**config.mk**
```make
export PLATFORM = sky130hd
export DESIGN_NAME = multicycle_control_unit
export DESIGN_NICKNAME = d
export VERILOG_FILES = /design/src/rtl/multicycle_control_unit.sv
export SDC_FILE = /design/constraint.sdc
export NUM_CORES = 1
export LEC_CHECK = 0
export ABC_AREA = 1
export CORE_MARGIN = 3
export CORE_UTILIZATION = 40
export CTS_BUF_LIST = sky130_fd_sc_hd__clkbuf_4 sky130_fd_sc_hd__clkbuf_8
export CTS_CLUSTER_DIAMETER = 100
export DETAILED_ROUTE_END_ITERATION = 16
export PLACE_DENSITY = 0.75
export SETUP_SLACK_MARGIN = 0.05
export SLEW_MARGIN = 15
export SYNTH_ARGS = -nofsm -noshare
export SYNTH_HDL_FRONTEND = slang
export SYNTH_SLANG_ARGS = --single-unit
export TNS_END_PERCENT = 100
```
**constraint.sdc**
```tcl
create_clock -name clk -period 2.2 [get_ports clk]
set_input_delay 0.55 -clock clk [delete_from_list [all_inputs] [get_ports clk]]
set_output_delay 0.55 -clock clk [all_outputs]
set_load 0.01 [all_outputs]
```
**src/rtl/multicycle_control_unit.sv**
```systemverilog
// ---------------------------------------------------------------------------
// multicycle_control_unit
//
// Main controller for a multicycle MIPS datapath. A Moore FSM steps each
// instruction through FETCH/DECODE and its execute states, driving the
// shared memory, ALU and register-file muxes and enables. The ALU decoder
// sits downstream and receives alu_op; funct decoding stays there.
//
// Memory handshake: an access is requested by holding mem_req high. It
// completes in the cycle where mem_req and mem_ready are both high.
// mem_req stays high until that cycle, or until TIMEOUT consecutive
// unanswered cycles have passed. In that case the access is abandoned, the
// FSM returns to FETCH and the sticky mem_timeout flag is set.
//
// Optional feature: define MCU_BNE_EN to make opcode 5 (bne) legal.
// Without it, opcode 5 is reported as illegal like any other unknown opcode.
//
// Ports:
//   clk, rst          rising-edge clock, synchronous active-high reset
//   opcode            IR[31:26], valid from DECODE onward
//   zero              ALU zero flag (used in BRANCH)
//   mem_ready         memory completes the current access this cycle
//   mem_req/mem_write memory request / write qualifier
//   iord              address mux (0 = PC, 1 = ALUOut)
//   ir_write          IR load enable
//   reg_dst           write register select (1 = rd, 0 = rt)
//   mem_to_reg        write data select (1 = MDR, 0 = ALUOut)
//   reg_write         register file write enable
//   alu_src_a         0 = PC, 1 = A
//   alu_src_b         00 = B, 01 = 4, 10 = SignImm, 11 = SignImm<<2
//   alu_op            00 = add, 01 = sub, 10 = funct
//   pc_src            00 = ALUResult, 01 = ALUOut, 10 = jump target
//   pc_en             PC load enable
//   illegal_op        one-cycle pulse in DECODE on an undecodable opcode
//   mem_timeout       sticky timeout flag, cleared only by rst
// ---------------------------------------------------------------------------
module multicycle_control_unit #(
    parameter int OPCODE_W = 6,
    parameter int TIMEOUT  = 16,
    parameter int CNT_W    = 5,
    parameter int OP_RTYPE = 0,
    parameter int OP_LW    = 35,
    parameter int OP_SW    = 43,
    parameter int OP_BEQ   = 4,
    parameter int OP_ADDI  = 8,
    parameter int OP_J     = 2
) (
    input  logic                clk,
    input  logic                rst,
    input  logic [OPCODE_W-1:0] opcode,
    input  logic                zero,
    input  logic                mem_ready,
    output logic                mem_req,
    output logic                mem_write,
    output logic                iord,
    output logic                ir_write,
    output logic                reg_dst,
    output logic                mem_to_reg,
    output logic                reg_write,
    output logic                alu_src_a,
    output logic [1:0]          alu_src_b,
    output logic [1:0]          alu_op,
    output logic [1:0]          pc_src,
    output logic                pc_en,
    output logic                illegal_op,
    output logic                mem_timeout
);

    localparam logic [OPCODE_W-1:0] OPC_RTYPE = OPCODE_W'(OP_RTYPE);
    localparam logic [OPCODE_W-1:0] OPC_LW    = OPCODE_W'(OP_LW);
    localparam logic [OPCODE_W-1:0] OPC_SW    = OPCODE_W'(OP_SW);
    localparam logic [OPCODE_W-1:0] OPC_BEQ   = OPCODE_W'(OP_BEQ);
    localparam logic [OPCODE_W-1:0] OPC_ADDI  = OPCODE_W'(OP_ADDI);
    localparam logic [OPCODE_W-1:0] OPC_J     = OPCODE_W'(OP_J);
    localparam logic [CNT_W-1:0]    CNT_LAST  = CNT_W'(TIMEOUT - 1);

    typedef enum logic [3:0] {
        S_FETCH  = 4'd0,
        S_DECODE = 4'd1,
        S_MEMADR = 4'd2,
        S_MEMRD  = 4'd3,
        S_MEMWB  = 4'd4,
        S_MEMWR  = 4'd5,
        S_EXEC   = 4'd6,
        S_ALUWB  = 4'd7,
        S_BRANCH = 4'd8,
        S_ADDIEX = 4'd9,
        S_ADDIWB = 4'd10,
        S_JUMP   = 4'd11
    } state_t;

    state_t           state;
    state_t           next_state;
    logic [CNT_W-1:0] cnt;
    logic             wait_state;
    logic             timeout_hit;

    // States that hold mem_req and wait for mem_ready.
    assign wait_state  = (state == S_FETCH) || (state == S_MEMRD) || (state == S_MEMWR);
    // TIMEOUT-th unanswered cycle; a mem_ready in the same cycle wins.
    assign timeout_hit = wait_state && !mem_ready && (cnt == CNT_LAST);

`ifdef MCU_BNE_EN
    localparam logic [OPCODE_W-1:0] OPC_BNE = OPCODE_W'(5);
    // The branch flavour is captured in DECODE so BRANCH does not depend
    // on the opcode input staying stable.
    logic bne_flag;

    always_ff @(posedge clk) begin
        if (rst) begin
            bne_flag <= 1'b0;
        end else if (state == S_DECODE) begin
            bne_flag <= (opcode == OPC_BNE);
        end
    end
`endif

    always_ff @(posedge clk) begin
        if (rst) begin
            state       <= S_FETCH;
            cnt         <= '0;
            mem_timeout <= 1'b0;
        end else begin
            state <= next_state;
            if (timeout_hit) begin
                cnt         <= '0;
                mem_timeout <= 1'b1;
            end else if (wait_state && !mem_ready) begin
                cnt <= cnt + CNT_W'(1);
            end else begin
                cnt <= '0;
            end
        end
    end

    always_comb begin
        next_state = state;
        mem_req    = 1'b0;
        mem_write  = 1'b0;
        iord       = 1'b0;
        ir_write   = 1'b0;
        reg_dst    = 1'b0;
        mem_to_reg = 1'b0;
        reg_write  = 1'b0;
        alu_src_a  = 1'b0;
        alu_src_b  = 2'b00;
        alu_op     = 2'b00;
        pc_src     = 2'b00;
        pc_en      = 1'b0;
        illegal_op = 1'b0;

        case (state)
            S_FETCH: begin
                mem_req   = 1'b1;
                alu_src_b = 2'b01;
                ir_write  = mem_ready;
                pc_en     = mem_ready;
                if (mem_ready) begin
                    next_state = S_DECODE;
                end
            end
            S_DECODE: begin
                alu_src_b = 2'b11;
                if (opcode == OPC_LW || opcode == OPC_SW) begin
                    next_state = S_MEMADR;
                end else if (opcode == OPC_RTYPE) begin
                    next_state = S_EXEC;
                end else if (opcode == OPC_BEQ) begin
                    next_state = S_BRANCH;
`ifdef MCU_BNE_EN
                end else if (opcode == OPC_BNE) begin
                    next_state = S_BRANCH;
`endif
                end else if (opcode == OPC_ADDI) begin
                    next_state = S_ADDIEX;
                end else if (opcode == OPC_J) begin
                    next_state = S_JUMP;
                end else begin
                    illegal_op = 1'b1;
                    next_state = S_FETCH;
                end
            end
            S_MEMADR: begin
                alu_src_a  = 1'b1;
                alu_src_b  = 2'b10;
                next_state = (opcode == OPC_SW) ? S_MEMWR : S_MEMRD;
            end
            S_MEMRD: begin
                mem_req = 1'b1;
                iord    = 1'b1;
                if (mem_ready) begin
                    next_state = S_MEMWB;
                end else if (timeout_hit) begin
                    next_state = S_FETCH;
                end
            end
            S_MEMWB: begin
                mem_to_reg = 1'b1;
                reg_write  = 1'b1;
                next_state = S_FETCH;
            end
            S_MEMWR: begin
                mem_req   = 1'b1;
                mem_write = 1'b1;
                iord      = 1'b1;
                if (mem_ready || timeout_hit) begin
                    next_state = S_FETCH;
                end
            end
            S_EXEC: begin
                alu_src_a  = 1'b1;
                alu_op     = 2'b10;
                next_state = S_ALUWB;
            end
            S_ALUWB: begin
                reg_dst    = 1'b1;
                reg_write  = 1'b1;
                next_state = S_FETCH;
            end
            S_BRANCH: begin
                alu_src_a  = 1'b1;
                alu_op     = 2'b01;
                pc_src     = 2'b01;
`ifdef MCU_BNE_EN
                pc_en      = bne_flag ? ~zero : zero;
`else
                pc_en      = zero;
`endif
                next_state = S_FETCH;
            end
            S_ADDIEX: begin
                alu_src_a  = 1'b1;
                alu_src_b  = 2'b10;
                next_state = S_ADDIWB;
            end
            S_ADDIWB: begin
                reg_write  = 1'b1;
                next_state = S_FETCH;
            end
            S_JUMP: begin
                pc_src     = 2'b10;
                pc_en      = 1'b1;
                next_state = S_FETCH;
            end
            default: begin
                next_state = S_FETCH;
            end
        endcase

        // During reset no strobe may fire and the muxes show FETCH settings,
        // whatever state the register happens to hold.
        if (rst) begin
            mem_req    = 1'b0;
            mem_write  = 1'b0;
            ir_write   = 1'b0;
            reg_write  = 1'b0;
            pc_en      = 1'b0;
            illegal_op = 1'b0;
            iord       = 1'b0;
            reg_dst    = 1'b0;
            mem_to_reg = 1'b0;
            alu_src_a  = 1'b0;
            alu_src_b  = 2'b01;
            alu_op     = 2'b00;
            pc_src     = 2'b00;
        end
    end

endmodule
```
==> Word-level counts from Yosys, hierarchy flattened <==
Index checks and enable logic that the tools add are counted.
{ "totals": {"elab_cells": 83, "out_inout_bits": 17, "inputBits": 10, "register_bits": 10} }
{ "classes": {"mux": 42, "add_sub_neg": 1, "reduce_logical": 16, "n_eq_ne": 20, "bitwise": 1} }
{ "ops": {"columns": ["cell", "n"], "rows": [
  ["2-to-1 mux 4 bit", 9],
  ["case mux 4 bit (7 select lines)", 1],
  ["2-to-1 mux 1 bit", 24],
  ["== test 4 x 3 -> 1 bit, second input constant", 4],
  ["== test 4 bit, second input constant", 4],
  ["== test 6 bit, second input constant", 2],
  ["OR reduction 3 bit", 3],
  ["== test 4 x 2 -> 1 bit, second input constant", 2],
  ["case mux 2 bit (2 select lines)", 2],
  ["== test 6 x 2 -> 1 bit, second input constant", 1],
  ["== test 6 x 3 -> 1 bit, second input constant", 1],
  ["== test 6 x 4 -> 1 bit, second input constant", 1],
  ["zero test 6 bit", 1],
  ["2-to-1 mux 2 bit", 3],
  ["case mux 2 bit (3 select lines)", 1],
  ["adder 5 x 1 -> 5 bit, second input constant", 1],
  ["== test 5 x 4 -> 1 bit, second input constant", 1],
  ["== test 4 x 1 -> 1 bit, second input constant", 1],
  ["zero test 4 bit", 1],
  ["logical OR 1 bit", 4],
  ["OR reduction 2 bit", 2],
  ["OR reduction 4 bit", 1],
  ["2-to-1 mux 3 bit", 1],
  ["!= test 3 bit, second input constant", 1],
  ["7 further kinds", 8]
]} }

==> Logic depth before layout (Yosys ltp) <==
Gate-level depths: netlist (run 1).
{ "logic_depth": {"depth_word": 8, "ltp_mapped": 9, "ltp_nobuf": 9} }

==> Worst setup path before layout (run 1) <==
No wires, ideal clock.
{ "synth_path": {"path_kind": "in2out", "start": "input rst", "end": "output pc_en", "t_arrival_ns": 1.359, "path_slack_ns": 0.291, "stages": 5, "t_required_ns": 1.650, "path_buffers": 1, "path_cell_list": "buf_2 inv_1 nand2_1 nor2_1 a211o_1"} }
{ "synth_between": {"elab_chain_len": 1} }
{ "synth_rtl": {"columns": ["element", "line", "source"], "rows": [
  ["start, declared", "49", "input logic rst,"],
  ["2-to-1 mux 1 bit", "252", "if (rst) begin"],
  ["end, declared", "64", "output logic pc_en,"]
]} }
No other way between the ends.

==> Final worst setup path (run 1) <==
{ "layout_path": {"start": "input mem_ready", "end": "output ir_write"} }
{ "layout_between": {"elab_chain_len": 2} }
{ "layout_rtl": {"columns": ["element", "line", "source"], "rows": [
  ["start, declared", "52", "input logic mem_ready,"],
  ["2-to-1 mux 1 bit", "152", "case (state)"],
  ["2-to-1 mux 1 bit", "252", null],
  ["end, declared", "56", "output logic ir_write,"]
]} }
No other way between the ends.

==> results.md, run 1 <==
* Fmax at 478 MHz
* Syn avg cell area at 5.76 sq um
* Actual slew at the worst max-slew pin at 0.228 ns
* Share of synthesized area occupied by flip-flops and latches at 26.5%
* Initial antenna violation count at 0
* Setup slack, reg-to-reg at 0.69 ns
* Pin count of the biggest net entering global routing at 8
* Placement row count at 15
* DRC errors left at 0
* First-pass GRT wire length at 3660 um
* Routed wire length at 2380 um
* Seq cells post-synth at 10
* Setup violators final at 0
* Register clock-pin slew on the reported worst setup and hold paths at 0.07 ns
* Post-route antenna net violation count at 0
* RSZ-0062 raised after global routing: false
* Worst Path Class, Setup: input port to output pin
* Sort of element at the end of the critical path: output pin
* Clock sink total at 10
* Grt total ovfl at 0
* Arrival time of data at the critical path endpoint at 1.54 ns
* Antenna diodes at 0
* Number of cells on the worst hold path at 2
* Total non-filler cell area in the finished layout at 1260 sq um
* Chip height at 49.4 um
* Depth of the CTS H-tree at 1
* Ratio of total power to cell area at 384 nW/um^2
* Final Hold Violating Endpoints at 0
* Headroom to the max-slew limit at 84.7%
* Total of buffers placed on input and output ports at 26
* M3 GR Usage at 2.75%
* Met1 global-route usage at 21.0%
* DR pass1 iterations at 4
* Via total after detailed routing at 990
* Clock Root Buffer: clkbuf_4
* Data required time at the worst endpoint at 1.65 ns
* Worst vdd rail ir drop at 0.000322 V
* Post-synthesis net count at 143
* Horizontal die dimension at 49.4 um
* Effective utilization at floorplan at 43.2%
* PnR Total Power at 483 uW
* Number of vias per cell at 4.88
* Post-Route Skew at 0.00631 ns
* Maximum net fanout on the critical path at 2
* Outcome: complete, no violations
* Max clock buf depth at 2
* Final nets at 191
* Startpoint type of the worst setup path: input port
* Slew Viols, Final at 0
* Placed wire-length estimate after detailed placement at 1790 um
* Routing usage on met2 at 34.4%
* Top library cells by usage in the layout, fill and taps aside: nor2_1 (25), nand2_1 (23), buf_4 (19)
* Number of distinct library cells after synthesis at 21
* Clock tree from TritonCTS: built
* Yosys warning count at 0
* Core box area at 1750 sq um
* Util after Layout at 72.0%
* IO Count at 27
* Share of post-route cells with drive strength above 1 at 29.8%
* Number of hold-repair buffers added at the cts stage at 0
* Logic depth of the worst register-to-register path at 9
* Sum Neg Setup Slack at 0 ns
* Worst hold path type: flip-flop to flip-flop
* Leak Pwr at 0.000666 uW
* Total global routing track utilization at 18.7%
* Mapped Area at 754 sq um
* Max-cap viol count at 0
* Area grow syn2layout at 66.5%
* Inserted Clock Buffers at 3
* Placed cell areas at 1160 sq um
* Gpl congestion at 0.980
* Most frequent standard cell in the layout excluding fill and tap cells: nor2_1
* Shortest clock period the worst path allows after layout at 2.09 ns
* Global route hottest layer: met2
* Clock latency at the later pin of the worst-skew pair at 0.26 ns
* Vias in the first global route at 955
* Final hold slack at 0.459 ns
* Post-synthesis cell count at 131
* Post-route fraction of the period consumed by the critical path at 95.1%
* Mean routed wirelength per cell at 11.7 um
* Iteration-0 DRC Markers at 25
* Overall die area at 2440 sq um
==> metal layers <==
layer  vias to the layer above  part of all wire [%]
li1                        507                     -
met1                       446                    42
met2                        33                    52
met3                         4                   4.6
met4                         0                   1.2
met5                         -                     0
==> what timing repair did <==
item,4_1_cts,5_1_grt
endpoints found under the setup margin,16,7
pin swaps,1,5
buffers inserted,0,2
resized for setup,32,22
==> area by class of cell <==
class / count / area (sq um)
Tap cell: 25 / 31.3
Fill cell: 153 / 489
Timing Repair Buffer: 45 / 380
Multi-Input combinational cell: 99 / 527
Clock buffer: 4 / 36.3
Inverter: 20 / 75.1
Sequential cell: 10 / 206
==> worst max-delay path: stages <==
cell and delay [ns]:
clkdlybuf4s50_1 0.48, inv_1 0.07, nor3_2 0.18, clkdlybuf4s15_1 0.26
==> power breakdown <==
part / switching (uW) / leakage, uW / total (uW) / internal, uW
logic: 69.2 / 0.000562 / 128 / 58.7
registers: 5.76 / 0.0000826 / 191 / 185
clock network: 63.4 / 0.0000210 / 164 / 100
total: 138 / 0.000666 / 483 / 344
==> Yosys cell counts <==
library cell / instances / share of area, %
a21oi_1: 6 / 4.0
nand2_2: 2 / 1.7
nor3_1: 2 / 1.3
xor2_1: 1 / 1.2
o21ai_0: 5 / 3.3
nand4_1: 3 / 2.5
ha_1: 2 / 3.3
o211ai_1: 1 / 1.0
nand2_1: 26 / 13
a21oi_2: 2 / 2.3
dfxtp_1: 10 / 27
nor2_1: 32 / 16
or2_2: 1 / 0.83
inv_1: 19 / 9.5
buf_2: 1 / 0.66
nand3_1: 11 / 7.3
o21ai_1: 1 / 0.66
inv_2: 1 / 0.50
nor2_2: 3 / 2.5
a211o_1: 1 / 1.2
buf_4: 1 / 1.0
==> path summary, 6_finish.rpt <==
path	from	end
worst max-delay path	mem_ready	ir_write
worst min register to register	mem_timeout	mem_timeout
worst min-delay path	mem_timeout	mem_timeout
worst max register to register	cnt[0]	state[1]
==> cell families (layout without fill, tap and decap cells) <==
kind of cell	after synthesis	after routing	synth area share [%]
flip-flops	10	10	26.5
XOR/XNOR	1	1	1.16
AND/OR/NAND/NOR	80	80	44.9
AO/OA/AOI/OAI	16	16	12.4
buffers and inverters	22	69	11.6
adder cells (fa/ha/maj)	2	2	3.32
==> stage by stage <==
stage	cells	worst slack, ns
after floorplan	131	0.291
after global placement	197	-0.417
after detailed placement	197	-0.434
after CTS	201	0.0118
after global routing	203	0.0603
final	203	0.108
==> state kept, by name, indices dropped and copies added, names as in the netlist <==
register / count
state: 4
mem_timeout: 1
cnt: 5
No activity file was read; power rests on OpenSTA's default activity.
==> inputs of run 2 (changes only) <==
==> constraint.sdc (replaced) <==
create_clock -name clk -period 2.25 [get_ports clk]
set_input_delay 0.5625 -clock clk [delete_from_list [all_inputs] [get_ports clk]]
set_output_delay 0.5625 -clock clk [all_outputs]
set_load 0.01 [all_outputs]
==> run 2 against run 1 <==
Net effect: first-iteration DRC count decreased by 16%; sequential cell count unchanged; sequential power decreased by 2%; via count decreased by 2.0%; die area unchanged; total power decreased by 2.7%; clock-buffer cell count unchanged; critical path depth increased by 3; global-route usage unchanged; routed wire length decreased by 3.9%; core utilization decreased by 0.93 points; critical path type unchanged; critical endpoint is now illegal_op; largest power group unchanged; highest routed layer unchanged.
==> results.md, run 2 (synthesis results as in run 1) <==
* DR pass1 iterations at 4
* Overall die area at 2440 sq um
* Inserted Clock Buffers at 3
* Setup slack, reg-to-reg at 0.76 ns
* Clock latency at the later pin of the worst-skew pair at 0.26 ns
* Grt total ovfl at 0
* Most frequent standard cell in the layout excluding fill and tap cells: nor2_1
* Antenna diodes at 0
* Area grow syn2layout at 64.3%
* Clock sink total at 10
* Total non-filler cell area in the finished layout at 1240 sq um
* Outcome: complete, no violations
* Number of vias per cell at 4.85
* Post-CTS Setup Bufs at 0
* Worst vdd rail ir drop at 0.000370 V
* Placed wire-length estimate after detailed placement at 1800 um
* Placed cell areas at 1150 sq um
* Logic depth of the worst register-to-register path at 9
* Iteration-0 DRC Markers at 21
* Max-cap viol count at 0
* Via total after detailed routing at 970
* Vias in the first global route at 908
* Pin count of the biggest net entering global routing at 8
* Largest register FFs at 5
* Ratio of total power to cell area at 379 nW/um^2
* Register clock-pin slew on the reported worst setup and hold paths at 0.06 ns
* Data required time at the worst endpoint at 1.69 ns
* Reg-to-Reg End: state[1]
* Placement row count at 15
* Setup violators final at 0
* Sort of element at the end of the critical path: output pin
* Worst Path Class, Setup: input port to output pin
* Clock Root Buffer: clkbuf_4
* Shortest clock period the worst path allows after layout at 2.21 ns
* Destination of the worst hold path: cnt[0]
* Mean routed wirelength per cell at 11.4 um
* Final Hold Violating Endpoints at 0
* Total global routing track utilization at 18.7%
* Arrival time of data at the critical path endpoint at 1.65 ns
* IO Count at 27
* Post-route fraction of the period consumed by the critical path at 98.3%
* Headroom to the max-slew limit at 80.9%
* Post-route antenna net violation count at 0
* Max clock buf depth at 2
* Depth of the CTS H-tree at 1
* Fmax at 452 MHz
* Number of cells on the worst hold path at 1
* First-pass GRT wire length at 3650 um
* Gpl congestion at 1.00
* DRC errors left at 0
* Chip height at 49.4 um
* Top library cells by usage in the layout, fill and taps aside: nor2_1 (25), nand2_1 (23), inv_1 (17)
* Top flop regs: cnt (5), state (4), mem_timeout (1)
* Maximum net fanout on the critical path at 2
* Worst slack after detailed placement at -0.405 ns
* RSZ-0062 raised after global routing: true
* Routed wire length at 2290 um
* Final hold slack at 0.459 ns
* Total of buffers placed on input and output ports at 26
* Slew Viols, Final at 0
* Clock tree from TritonCTS: built
* Post-Route Skew at 0.00131 ns
* Leak Pwr at 0.000648 uW
* Worst hold path type: flip-flop to flip-flop
* Final setup margin at 0.0378 ns
* Total of fill cells in the finished design at 147
* Share of post-route cells with drive strength above 1 at 29.7%
* Core box area at 1750 sq um
* Horizontal die dimension at 49.4 um
* Largest register by flop count: cnt
* Startpoint type of the worst setup path: input port
* Effective utilization at floorplan at 43.2%
* Launching point of the worst reg2reg path: cnt[0]
* Actual slew at the worst max-slew pin at 0.286 ns
* Final nets at 188
* Worst Min Path Start: cnt[0]
* Initial antenna violation count at 0
* Util after Layout at 71.0%
run 2: changes by cell type in the layout (fill, tap and decap cells not counted), sizes merged:
cell | previous run | this run
buf | 21 | 18
clkdlybuf4s15 | 2 | 0
clkbuf | 4 | 5
clkdlybuf4s50 | 3 | 4
run 2: power breakdown:
| part | internal (uW) | switching [uW] | leakage (uW) |
|---|---|---|---|
| logic | 55.0 | 67.9 | 0.000545 |
| clock network | 98.2 | 61.6 | 0.0000210 |
| registers | 182 | 5.37 | 0.0000821 |
run 2: final cells by class:
class / count / area (sq um) / area share [%]
Clock buffer: 4 / 36.3 / 2.93
Inverter: 20 / 75.1 / 6.05
Multi-Input combinational cell: 99 / 542 / 43.7
Sequential cell: 10 / 203 / 16.3
Tap cell: 25 / 31.3 / 2.52
Timing Repair Buffer: 42 / 353 / 28.5
run 2: worst max-delay path: stages:
cell and delay [ns]:
clkdlybuf4s50_1 0.49, inv_1 0.10, nor2_4 0.13, nand3_2 0.09, nand3_2 0.11, nor3_2 0.04
buf_2 0.13
run 2: worst max-delay path by stage:
| stage | to | cells past startpoint | slack, ns | from |
|---|---|---|---|---|
| after global placement | illegal_op | 6 | -0.40 | opcode[4] |
| after detailed placement | illegal_op | 6 | -0.41 | opcode[2] |
| final | illegal_op | 7 | 0.04 | opcode[3] |
| after CTS | illegal_op | 6 | 0.04 | opcode[0] |
| after global routing | illegal_op | 7 | -0.03 | opcode[3] |
| after floorplan | pc_en | 5 | 0.32 | rst |
run 2: metal layers:
layer  track usage, %  vias up  wire (um)
met5                0        -          0
li1                 -      500          -
met2             34.8       26       1180
met3             2.14        4         86
met4             8.76        0         18
met1             20.8      440        999
run 2: stage by stage:
step / std cells / setup TNS (ns) / power (uW)
2_1_floorplan: 131 / 0 / 247
6_report: 200 / 0 / 470
4_1_cts: 200 / 0 / 466
3_3_place_gp: 196 / -4.15 / 307
5_1_grt: 200 / -0.0315 / 492
3_5_place_dp: 196 / -4.78 / 310
run 2: repair_timing:
item,CTS,global route
hold buffers,0,0
gates resized for setup,31,24
pin swaps,0,5
endpoints found under the setup margin,16,7
